### src/rtl/axis_sc16_sat_monitor_if.sv
// rtl/axis_sc16_sat_monitor_if.sv - sc16 AXI-Stream bundle for the saturation monitor
//
// One stream link: tdata (I = [31:16], Q = [15:0], signed sc16), tlast,
// tvalid, tready. The master drives data/last/valid; the slave drives ready.
interface axis_sc16_sat_monitor_if;
    logic [31:0] tdata;
    logic        tlast;
    logic        tvalid;
    logic        tready;

    modport master (
        output tdata,
        output tlast,
        output tvalid,
        input  tready
    );

    modport slave (
        input  tdata,
        input  tlast,
        input  tvalid,
        output tready
    );
endinterface

### src/rtl/axis_sc16_sat_monitor.sv
// rtl/axis_sc16_sat_monitor.sv - sc16 pass-through with clipping statistics
//
// Sits after the gain multiplier. Every sample is forwarded unmodified through
// a 2-entry skid buffer while clipping statistics are gathered on the input
// handshake, so the statistics do not depend on output backpressure.
//
// Ports:
//   clk                clock (the only clock)
//   rst                asynchronous active-high reset
//   s_axis             stream input (slave side)
//   m_axis             stream output (master side), bit-identical to input
//   clear_i            single-cycle pulse zeroing all statistics
//   pkt_sat_count_o    saturated samples in the last completed packet
//   pkt_sat_valid_o    one-cycle strobe: pkt_sat_count_o just updated
//   total_sat_count_o  saturated samples since reset/clear (saturating)
//   total_pkt_count_o  packets since reset/clear (saturating)
//   peak_mag_o         max |I|,|Q| since reset/clear, 0..0x7FFF
module axis_sc16_sat_monitor #(
    parameter int CNT_W = 32
) (
    input  logic                           clk,
    input  logic                           rst,
    axis_sc16_sat_monitor_if.slave         s_axis,
    axis_sc16_sat_monitor_if.master        m_axis,
    input  logic                           clear_i,
    output logic [15:0]                    pkt_sat_count_o,
    output logic                           pkt_sat_valid_o,
    output logic [CNT_W-1:0]               total_sat_count_o,
    output logic [CNT_W-1:0]               total_pkt_count_o,
    output logic [15:0]                    peak_mag_o
);

    localparam logic [CNT_W-1:0] CNT_ONES = {CNT_W{1'b1}};

    typedef enum logic [1:0] {
        ST_EMPTY = 2'd0,
        ST_ONE   = 2'd1,
        ST_TWO   = 2'd2
    } state_t;

    // ------------------------------------------------------------------
    // Skid buffer
    // ------------------------------------------------------------------
    state_t      state_q, state_d;
    logic        tready_q, tready_d;
    logic [31:0] out_tdata_q, out_tdata_d;
    logic        out_tlast_q, out_tlast_d;
    logic [31:0] skid_tdata_q, skid_tdata_d;
    logic        skid_tlast_q, skid_tlast_d;

    logic accept;
    logic pop;

    assign accept = s_axis.tvalid & tready_q;
    assign pop    = (state_q != ST_EMPTY) & m_axis.tready;

    always_ff @(posedge clk or posedge rst) begin
        if (rst) begin
            state_q      <= ST_EMPTY;
            tready_q     <= 1'b0;
            out_tdata_q  <= 32'd0;
            out_tlast_q  <= 1'b0;
            skid_tdata_q <= 32'd0;
            skid_tlast_q <= 1'b0;
        end else begin
            state_q      <= state_d;
            tready_q     <= tready_d;
            out_tdata_q  <= out_tdata_d;
            out_tlast_q  <= out_tlast_d;
            skid_tdata_q <= skid_tdata_d;
            skid_tlast_q <= skid_tlast_d;
        end
    end

    always_comb begin
        state_d      = state_q;
        out_tdata_d  = out_tdata_q;
        out_tlast_d  = out_tlast_q;
        skid_tdata_d = skid_tdata_q;
        skid_tlast_d = skid_tlast_q;
        case (state_q)
            ST_EMPTY: begin
                if (accept) begin
                    out_tdata_d = s_axis.tdata;
                    out_tlast_d = s_axis.tlast;
                    state_d     = ST_ONE;
                end
            end
            ST_ONE: begin
                case ({accept, pop})
                    2'b10: begin
                        // Output stalled: park the new beat behind the head.
                        skid_tdata_d = s_axis.tdata;
                        skid_tlast_d = s_axis.tlast;
                        state_d      = ST_TWO;
                    end
                    2'b01: state_d = ST_EMPTY;
                    2'b11: begin
                        out_tdata_d = s_axis.tdata;
                        out_tlast_d = s_axis.tlast;
                    end
                    default: ;
                endcase
            end
            ST_TWO: begin
                if (pop) begin
                    out_tdata_d = skid_tdata_q;
                    out_tlast_d = skid_tlast_q;
                    state_d     = ST_ONE;
                end
            end
            default: state_d = ST_EMPTY;
        endcase
        // Ready is registered from the next state, so there is no
        // combinational path from m_axis.tready to s_axis.tready.
        tready_d = (state_d != ST_TWO);
    end

    assign s_axis.tready = tready_q;
    assign m_axis.tvalid = (state_q != ST_EMPTY);
    assign m_axis.tdata  = out_tdata_q;
    assign m_axis.tlast  = out_tlast_q;

    // ------------------------------------------------------------------
    // Clipping statistics
    // ------------------------------------------------------------------
    function automatic logic [15:0] mag16(input logic [15:0] x);
        logic [15:0] r;
        if (x == 16'h8000) begin
            r = 16'h7FFF;          // -32768 has no positive twin in 16 bits
        end else if (x[15]) begin
            r = 16'd0 - x;
        end else begin
            r = x;
        end
        return r;
    endfunction

    logic [15:0] samp_i;
    logic [15:0] samp_q;
    logic        sat_beat;
    logic [15:0] mag_i;
    logic [15:0] mag_q;
    logic [15:0] beat_mag;
    logic [15:0] pkt_sum;

    assign samp_i   = s_axis.tdata[31:16];
    assign samp_q   = s_axis.tdata[15:0];
    assign sat_beat = (samp_i == 16'h7FFF) | (samp_i == 16'h8000) |
                      (samp_q == 16'h7FFF) | (samp_q == 16'h8000);
    assign mag_i    = mag16(samp_i);
    assign mag_q    = mag16(samp_q);
    assign beat_mag = (mag_i > mag_q) ? mag_i : mag_q;

    logic [15:0]      pkt_acc_q, pkt_acc_d;
    logic [15:0]      pkt_cnt_q, pkt_cnt_d;
    logic             pkt_vld_q, pkt_vld_d;
    logic [CNT_W-1:0] tot_sat_q, tot_sat_d;
    logic [CNT_W-1:0] tot_pkt_q, tot_pkt_d;
    logic [15:0]      peak_q, peak_d;

    // Packet accumulator including this beat, pinned at 0xFFFF.
    assign pkt_sum = (pkt_acc_q == 16'hFFFF) ? 16'hFFFF
                                             : pkt_acc_q + 16'(sat_beat);

    always_ff @(posedge clk or posedge rst) begin
        if (rst) begin
            pkt_acc_q <= 16'd0;
            pkt_cnt_q <= 16'd0;
            pkt_vld_q <= 1'b0;
            tot_sat_q <= '0;
            tot_pkt_q <= '0;
            peak_q    <= 16'd0;
        end else begin
            pkt_acc_q <= pkt_acc_d;
            pkt_cnt_q <= pkt_cnt_d;
            pkt_vld_q <= pkt_vld_d;
            tot_sat_q <= tot_sat_d;
            tot_pkt_q <= tot_pkt_d;
            peak_q    <= peak_d;
        end
    end

    always_comb begin
        pkt_acc_d = pkt_acc_q;
        pkt_cnt_d = pkt_cnt_q;
        pkt_vld_d = 1'b0;
        tot_sat_d = tot_sat_q;
        tot_pkt_d = tot_pkt_q;
        peak_d    = peak_q;
        if (clear_i) begin
            // A beat accepted alongside clear is forwarded but not counted,
            // and a tlast on it raises no strobe.
            pkt_acc_d = 16'd0;
            pkt_cnt_d = 16'd0;
            tot_sat_d = '0;
            tot_pkt_d = '0;
            peak_d    = 16'd0;
        end else if (accept) begin
            if (sat_beat && (tot_sat_q != CNT_ONES)) begin
                tot_sat_d = tot_sat_q + CNT_W'(1);
            end
            if (beat_mag > peak_q) begin
                peak_d = beat_mag;
            end
            if (s_axis.tlast) begin
                pkt_cnt_d = pkt_sum;
                pkt_acc_d = 16'd0;
                pkt_vld_d = 1'b1;
                if (tot_pkt_q != CNT_ONES) begin
                    tot_pkt_d = tot_pkt_q + CNT_W'(1);
                end
            end else begin
                pkt_acc_d = pkt_sum;
            end
        end
    end

    assign pkt_sat_count_o   = pkt_cnt_q;
    assign pkt_sat_valid_o   = pkt_vld_q;
    assign total_sat_count_o = tot_sat_q;
    assign total_pkt_count_o = tot_pkt_q;
    assign peak_mag_o        = peak_q;

endmodule

### src/flat_wrapper.sv
// flat-port wrapper written by rule: the top's interface ports become plain ports
module axis_sc16_sat_monitor_flat 
#(
    parameter int CNT_W = 32
)
  (clk, rst, clear_i, pkt_sat_count_o, pkt_sat_valid_o, total_sat_count_o, total_pkt_count_o, peak_mag_o, s_axis_tdata, s_axis_tlast, s_axis_tvalid, s_axis_tready, m_axis_tdata, m_axis_tlast, m_axis_tvalid, m_axis_tready);
  axis_sc16_sat_monitor_if s_axis_i ();
  axis_sc16_sat_monitor_if m_axis_i ();
  input  logic clk;
  input  logic rst;
  input  logic clear_i;
  output logic [15:0] pkt_sat_count_o;
  output logic pkt_sat_valid_o;
  output logic [CNT_W-1:0] total_sat_count_o;
  output logic [CNT_W-1:0] total_pkt_count_o;
  output logic [15:0] peak_mag_o;
  input wire logic [$bits(s_axis_i.tdata)-1:0] s_axis_tdata;
  input wire logic [$bits(s_axis_i.tlast)-1:0] s_axis_tlast;
  input wire logic [$bits(s_axis_i.tvalid)-1:0] s_axis_tvalid;
  output wire logic [$bits(s_axis_i.tready)-1:0] s_axis_tready;
  output wire logic [$bits(m_axis_i.tdata)-1:0] m_axis_tdata;
  output wire logic [$bits(m_axis_i.tlast)-1:0] m_axis_tlast;
  output wire logic [$bits(m_axis_i.tvalid)-1:0] m_axis_tvalid;
  input wire logic [$bits(m_axis_i.tready)-1:0] m_axis_tready;
  assign s_axis_i.tdata = s_axis_tdata;
  assign s_axis_i.tlast = s_axis_tlast;
  assign s_axis_i.tvalid = s_axis_tvalid;
  assign s_axis_tready = s_axis_i.tready;
  assign m_axis_tdata = m_axis_i.tdata;
  assign m_axis_tlast = m_axis_i.tlast;
  assign m_axis_tvalid = m_axis_i.tvalid;
  assign m_axis_i.tready = m_axis_tready;
  axis_sc16_sat_monitor #(.CNT_W(CNT_W)) u_core (.clk(clk), .rst(rst), .s_axis(s_axis_i), .m_axis(m_axis_i), .clear_i(clear_i), .pkt_sat_count_o(pkt_sat_count_o), .pkt_sat_valid_o(pkt_sat_valid_o), .total_sat_count_o(total_sat_count_o), .total_pkt_count_o(total_pkt_count_o), .peak_mag_o(peak_mag_o));
endmodule
### config.mk
export PLATFORM = sky130hd
export DESIGN_NAME = axis_sc16_sat_monitor_flat
export DESIGN_NICKNAME = d
export VERILOG_FILES = /design/src/rtl/axis_sc16_sat_monitor_if.sv /design/src/rtl/axis_sc16_sat_monitor.sv /design/src/flat_wrapper.sv
export SDC_FILE = /design/constraint.sdc
export NUM_CORES = 1
export LEC_CHECK = 0
export CAP_MARGIN = 40
export CORE_UTILIZATION = 59
export DETAILED_ROUTE_END_ITERATION = 10
export HOLD_SLACK_MARGIN = 0.06
export PLACE_DENSITY = 0.87
export SLEW_MARGIN = 20
export SYNTH_ARGS = -nofsm -noshare
export SYNTH_HDL_FRONTEND = slang
export SYNTH_SLANG_ARGS = --single-unit
### constraint.sdc
create_clock -name clk -period 9.92 [get_ports clk]
set_input_delay 0.992 -clock clk [delete_from_list [all_inputs] [get_ports clk]]
set_output_delay 0.992 -clock clk [all_outputs]
set_load 0.01 [all_outputs]
* Word-level counts from Yosys, hierarchy flattened
Cells that the tools add are included.
** Storage, ports and cells
- Register bits after elaboration :: 182
- Bits of input ports :: 38
- Output and inout port bits :: 132
- Word-level logic and storage cells :: 92
** Cells by class
- $add $sub $neg :: 5
- Magnitude comparators :: 2
- Equality and inequality tests :: 16
- Muxes and demuxes :: 37
- Bitwise gates (word level) :: 5
- Reductions and logical operators :: 15
** Operators by type and width (number)
- $mux W32 :: 10
- $mux W16 :: 15
- $pmux W32 S3 :: 1
- $add A32 B1 Y32 const B :: 2
- $ne A32 B32 Y1 const B :: 2
- $eq A16 B16 Y1 const B :: 3
- $eq A16 B15 Y1 const B :: 2
- $gt A16 B16 Y1 :: 2
- $sub A1 B16 Y16 const A :: 2
- $add A16 B1 Y16 :: 1
- $reduce_bool A2 Y1 :: 6
- $reduce_and A2 Y1 :: 4
- $eq A2 B2 Y1 const B :: 3
- $mux W1 :: 6
- $pmux W2 S3 :: 1
- $eq A2 B1 Y1 const B :: 2
- $mux W2 :: 2
- $ne A2 B1 Y1 const B :: 2
- $ne A2 B2 Y1 const B :: 2
- $pmux W2 S2 :: 1
- $reduce_and A4 Y1 :: 1
- $or A1 B1 Y1 :: 3
- $pmux W1 S3 :: 1
- $reduce_and A3 Y1 :: 1
- 4 further kinds :: 5

* Logic depth before layout (Yosys ltp)
- Depth in word-level cells :: 9
- Mapped depth :: 24

* Worst setup path after synthesis
Ideal clock, no wire load.
- Path kind :: in2reg
- Start point :: input port s_axis_tdata[0]
- End point :: register u_core.peak_q[1] (netlist: u_core.peak_mag_o[1])
- Setup time :: 83 ps
- Arrival :: 6544 ps
- Required time :: 9837 ps
- Setup slack :: 3294 ps
- Stages on the path :: 22
- Cells stage by stage :: inv_1 -> ha_1 -> or3b_2 -> or4_1 -> o41a_1 -> mux2_2 -> ha_1 -> nand4_1 -> or3_1 -> a211o_1 -> nand4_1 -> clkbuf_1 -> a21o_1 -> o21ai_0 -> ha_1 -> nand4_1 -> or4_1 -> a21o_1 -> a311o_1 -> clkbuf_1 -> a31o_2 -> o21ai_0
** On the way
- Word-level cells in the longest chain between the ends :: 8
- Elaborated cells between the ends (all ways) :: 12
** RTL lines
- from (decl) :: RTL line flat_wrapper.sv:17 : input wire logic [$bits(s_axis_i.tdata)-1:0] s_axis_tdata;
- $sub A1 B16 Y16 :: RTL line axis_sc16_sat_monitor.sv:132 : r = 16'd0 - x;
- $mux W16 :: RTL line axis_sc16_sat_monitor.sv:131 : end else if (x[15]) begin
- $mux W16 * :: RTL line axis_sc16_sat_monitor.sv:129 : if (x == 16'h8000) begin
- $gt A16 B16 Y1 :: RTL line axis_sc16_sat_monitor.sv:153 : assign beat_mag = (mag_i > mag_q) ? mag_i : mag_q;
- $mux W16 * :: RTL line axis_sc16_sat_monitor.sv:153
- $gt A16 B16 Y1 or $mux W16 (tied branches) :: RTL line axis_sc16_sat_monitor.sv:203 : if (beat_mag > peak_q) begin
- $reduce_bool A2 Y1 (no line) or $mux W16 (tied branches)
- $reduce_and A2 Y1 (no line) or $mux W16 (tied branches)
- to (signal assigned) :: RTL line axis_sc16_sat_monitor.sv:180 : peak_q <= peak_d;
- to (decl) :: RTL line axis_sc16_sat_monitor.sv:160 : logic [15:0] peak_q, peak_d;
Every way passes the cells marked *; elsewhere a longest branch is shown, timed or not. The select of a mux whose other input is x is not followed.
A chain may end at the register's enable or synchronous reset.

* Worst setup path after layout
- Start point :: input port s_axis_tdata[1]
- End point :: register u_core.peak_q[1] (netlist: u_core.peak_mag_o[1])
Same word-level chain as after synthesis.

==> impl_metrics.py <==
metrics = {
    "power": {
        "peakVddDrop_mv": 0.1572,
        "sw_frac_of_total_pct": 34.97,
        "power_leakage_nw": 5.343,
        "intPower_mw": 1.734,
        "power.combinational.fraction_pct": 34.9,
        "clkPwrFrac_pct": 26.2,
        "seqPwrFrac_pct": 38.8,
        "switchingPower_uw": 932.3,
        "p_per_area_nw_per_um2": 200.0,
    },
    "synthesis": {
        "syn-instance-count": 1245,
        "yosys.area.top_type": "dfrtp_1",
        "synth_top_area_share_pct": 42.04,
        "yosysMostFrequentCell": "dfrtp_1",
        "syn_area_per_cell_sq_um": 8.702,
        "synth.area.top_cells": "dfrtp_1 (42%), nor2_1 (5.3%), ha_1 (4.9%)",
        "synth_edf_count": 0,
        "synth_cell_types": 62,
        "synth_ff_type": "dfrtp_1",
        "synth_common_cells": "dfrtp_1 (182), nor2_1 (152), nand2_1 (135), o21ai_0 (81), a21oi_1 (75)",
        "synth-seq-cells": 182,
        "async_flop_share_pct": 100.0,
        "synth_warnings": 0,
        "syn-num-nets": 1325,
        "synth.yosys.seq_area_share_pct": 42.04,
        "netlist_area_sq_um": 10830,
    },
    "sta": {
        "tightest_slew_ps": 982.5,
        "grt_setup_unrepaired": "no",
        "max_freq_mhz": 133.2,
        "fin_worst_skew_ps": 12.97,
        "timing.final.crit_share_pct": 75.70,
        "worst_slack_ps": 2410,
        "slew_headroom_pct": 33.90,
        "holdWs_ps": 482.9,
        "hold_violations": 0,
        "fin_setup_tns_ps": 0,
        "drv_slew": 0,
        "setup_viol": 0,
        "fin_crit_ps": 7510,
    },
    "global_routing": {
        "grt_max_degree": 90,
        "use_met1_pct": 41.70,
        "grt_antenna_before_repair": 0,
        "use_met3_pct": 4.893,
        "grt_first_pass_wirelength_um": 47240,
        "grt_pass1_vias": 9536,
        "top_usage_layer": "met2",
        "use_met2_pct": 53.24,
        "grt_overflow": 0,
        "grt_util_all_layers_pct": 31.90,
    },
    "finish": {
        "layout.nets": 1455,
        "layout-drive-gt1-share_pct": 8.141,
        "fill_cells": 1273,
        "num_antenna_cells": 0,
        "area_delta_synth_final_pct": 23.06,
    },
    "worst_setup_path": {
        "arrival_ps": 7810,
        "r2r_slack_ps": 6960,
        "critical_path.max_fanout": 15,
        "required_ps": 10220,
        "cp-start-kind": "input port",
        "path_class": "input port to flop",
        "worst_setup_path_end_kind": "flop",
    },
    "clock_network": {
        "cts.sinks": 182,
        "cts_root_buf": "clkbuf_16",
        "clockBufferDepth": 2,
        "clkTransAtPathRegs_ps": 70,
        "cts_hold_buf": 0,
        "post-cts-setup-buffer-count": 0,
        "cts_tree": "done",
        "h-tree-depth": 4,
        "cts_made_buffers": 17,
        "ctsResizeCount": 0,
        "clk_latency_ps": 440,
    },
    "die": {
        "die_y_um": 137.5,
        "rows": 49,
        "ios": 170,
        "die_area_sq_um": 18910,
        "start_util_pct": 60.31,
        "core_area_sq_um": 17960,
        "die_w_um": 137.5,
    },
    "outcome": {
        "status": "finished clean",
    },
    "placed_design": {
        "dp_hpwl_um": 20710,
        "place_ws_ps": 2098,
        "port_buffers": 169,
        "gp_congestion": 0.9434,
    },
    "routing": {
        "drc": 0,
        "first_pass_iters": 8,
        "drt_iter0_markers": 961,
        "vias": 10308,
        "via_per_inst": 6.375,
        "drt-total-wl_um": 29700,
        "wl_per_cell_um": 18.37,
        "ant_nets": 0,
    },
    "worst_hold_path": {
        "hold_class": "flop to flop",
    },
    "flow_run": {
        "cap_violations": 0,
    },
}
-- worst paths after layout --
check,from,endpoint,cells after the start
setup / recovery,s_axis_tdata[1],u_core.peak_mag_o[1],22
hold / removal,u_core.skid_tdata_q[1],u_core.skid_tdata_q[1],2
setup reg to reg,u_core.peak_mag_o[14],u_core.peak_mag_o[1],8
hold reg to reg,u_core.skid_tdata_q[1],u_core.skid_tdata_q[1],2
max in group asynchronous,rst,u_core.pkt_acc_q[10],4
min in group asynchronous,rst,u_core.total_pkt_count_o[7],2
-- layer usage --
| layer | part of all wire (%) | wire, um | vias up |
|---|---|---|---|
| met1 | 42 | 12370 | 4992 |
| met2 | 49 | 14540 | 483 |
| li1 | - | - | 4765 |
| met4 | 2.6 | 769 | 0 |
| met5 | 0 | 0 | - |
| met3 | 6.8 | 2016 | 68 |
-- stage by stage --
step | total power [mW] | std cells | area (sq um) | utilization (%)
after floorplan | 1.560 | 1245 | 10830 | -
after global placement | 1.913 | 1572 | 12560 | 69.92
after detailed placement | 1.962 | 1581 | 12670 | 70.55
after CTS | 2.662 | 1613 | 13260 | 73.84
after global routing | 2.799 | 1617 | 13330 | 74.22
final | 2.666 | 1617 | 13330 | 74.22
-- worst max-delay path, cell delays in order --
cell and delay [ps]:
clkdlybuf4s50_1 460, inv_1 140, ha_1 180, or3b_2 530
or4_1 570, o311ai_0 380, o21ai_0 210, ha_1 370
nand4_1 110, or3_1 430, a211o_1 300, nand4_1 380
buf_6 230, a21o_1 140, nand2_1 50, ha_1 320
nand4_1 170, or4_1 560, o21ai_0 590, a311o_1 450
a31o_2 170, o21ai_0 70
-- cell usage in the layout (no fill, tap or decap), drive strengths merged, types with 38 or more instances in the layout --
| master | Yosys | routed |
|---|---|---|
| mux2 | 38 | 38 |
| inv | 45 | 52 |
| nand4 | 43 | 43 |
| dfrtp | 182 | 182 |
| nor2 | 152 | 152 |
| o21ai | 81 | 81 |
| ha | 42 | 42 |
| nand2 | 136 | 136 |
| clkdlybuf4s50 | 0 | 168 |
| a21oi | 75 | 75 |
-- power groups by stage --
stage / registers (mW) / clock network (mW) / logic (mW)
after floorplan: 1.06 / 0 / 0.502
after global placement: 1.03 / 0 / 0.879
after detailed placement: 1.04 / 0 / 0.921
after CTS: 1.03 / 0.701 / 0.929
after global routing: 1.05 / 0.728 / 1.02
final: 1.04 / 0.700 / 0.932
-- final cells by class --
| cell class | instances | area (sq um) | share of cell area (%) |
|---|---|---|---|
| clock buffers | 18 | 429.2 | 3.219 |
| flip-flops and latches | 182 | 4554 | 34.16 |
| multi-input cells | 941 | 5813 | 43.60 |
| clock inverters | 14 | 161.4 | 1.211 |
| well taps | 229 | 286.5 | 2.149 |
| repair buffers | 188 | 1914 | 14.36 |
| inverters | 45 | 173.9 | 1.304 |
-- cell families after synthesis --
family          share of synthesized area, %
fa+ha+maj                              4.850
simple gates                           24.90
flops                                  42.04
xor+xnor                               3.800
compound gates                         15.67
buf+inv                                4.516
mux                                    4.227
-- sequential cells by signal, summed over array words and instances (netlist names), 2 cells and up --
signal / flops
u_core.peak_mag_o: 16
u_core.m_axis.tdata: 32
u_core.total_pkt_count_o: 32
u_core.skid_tdata_q: 32
u_core.pkt_sat_count_o: 16
u_core.pkt_acc_q: 16
u_core.total_sat_count_o: 32
u_core.state_q: 2
(Power assumes the default switching activity.)
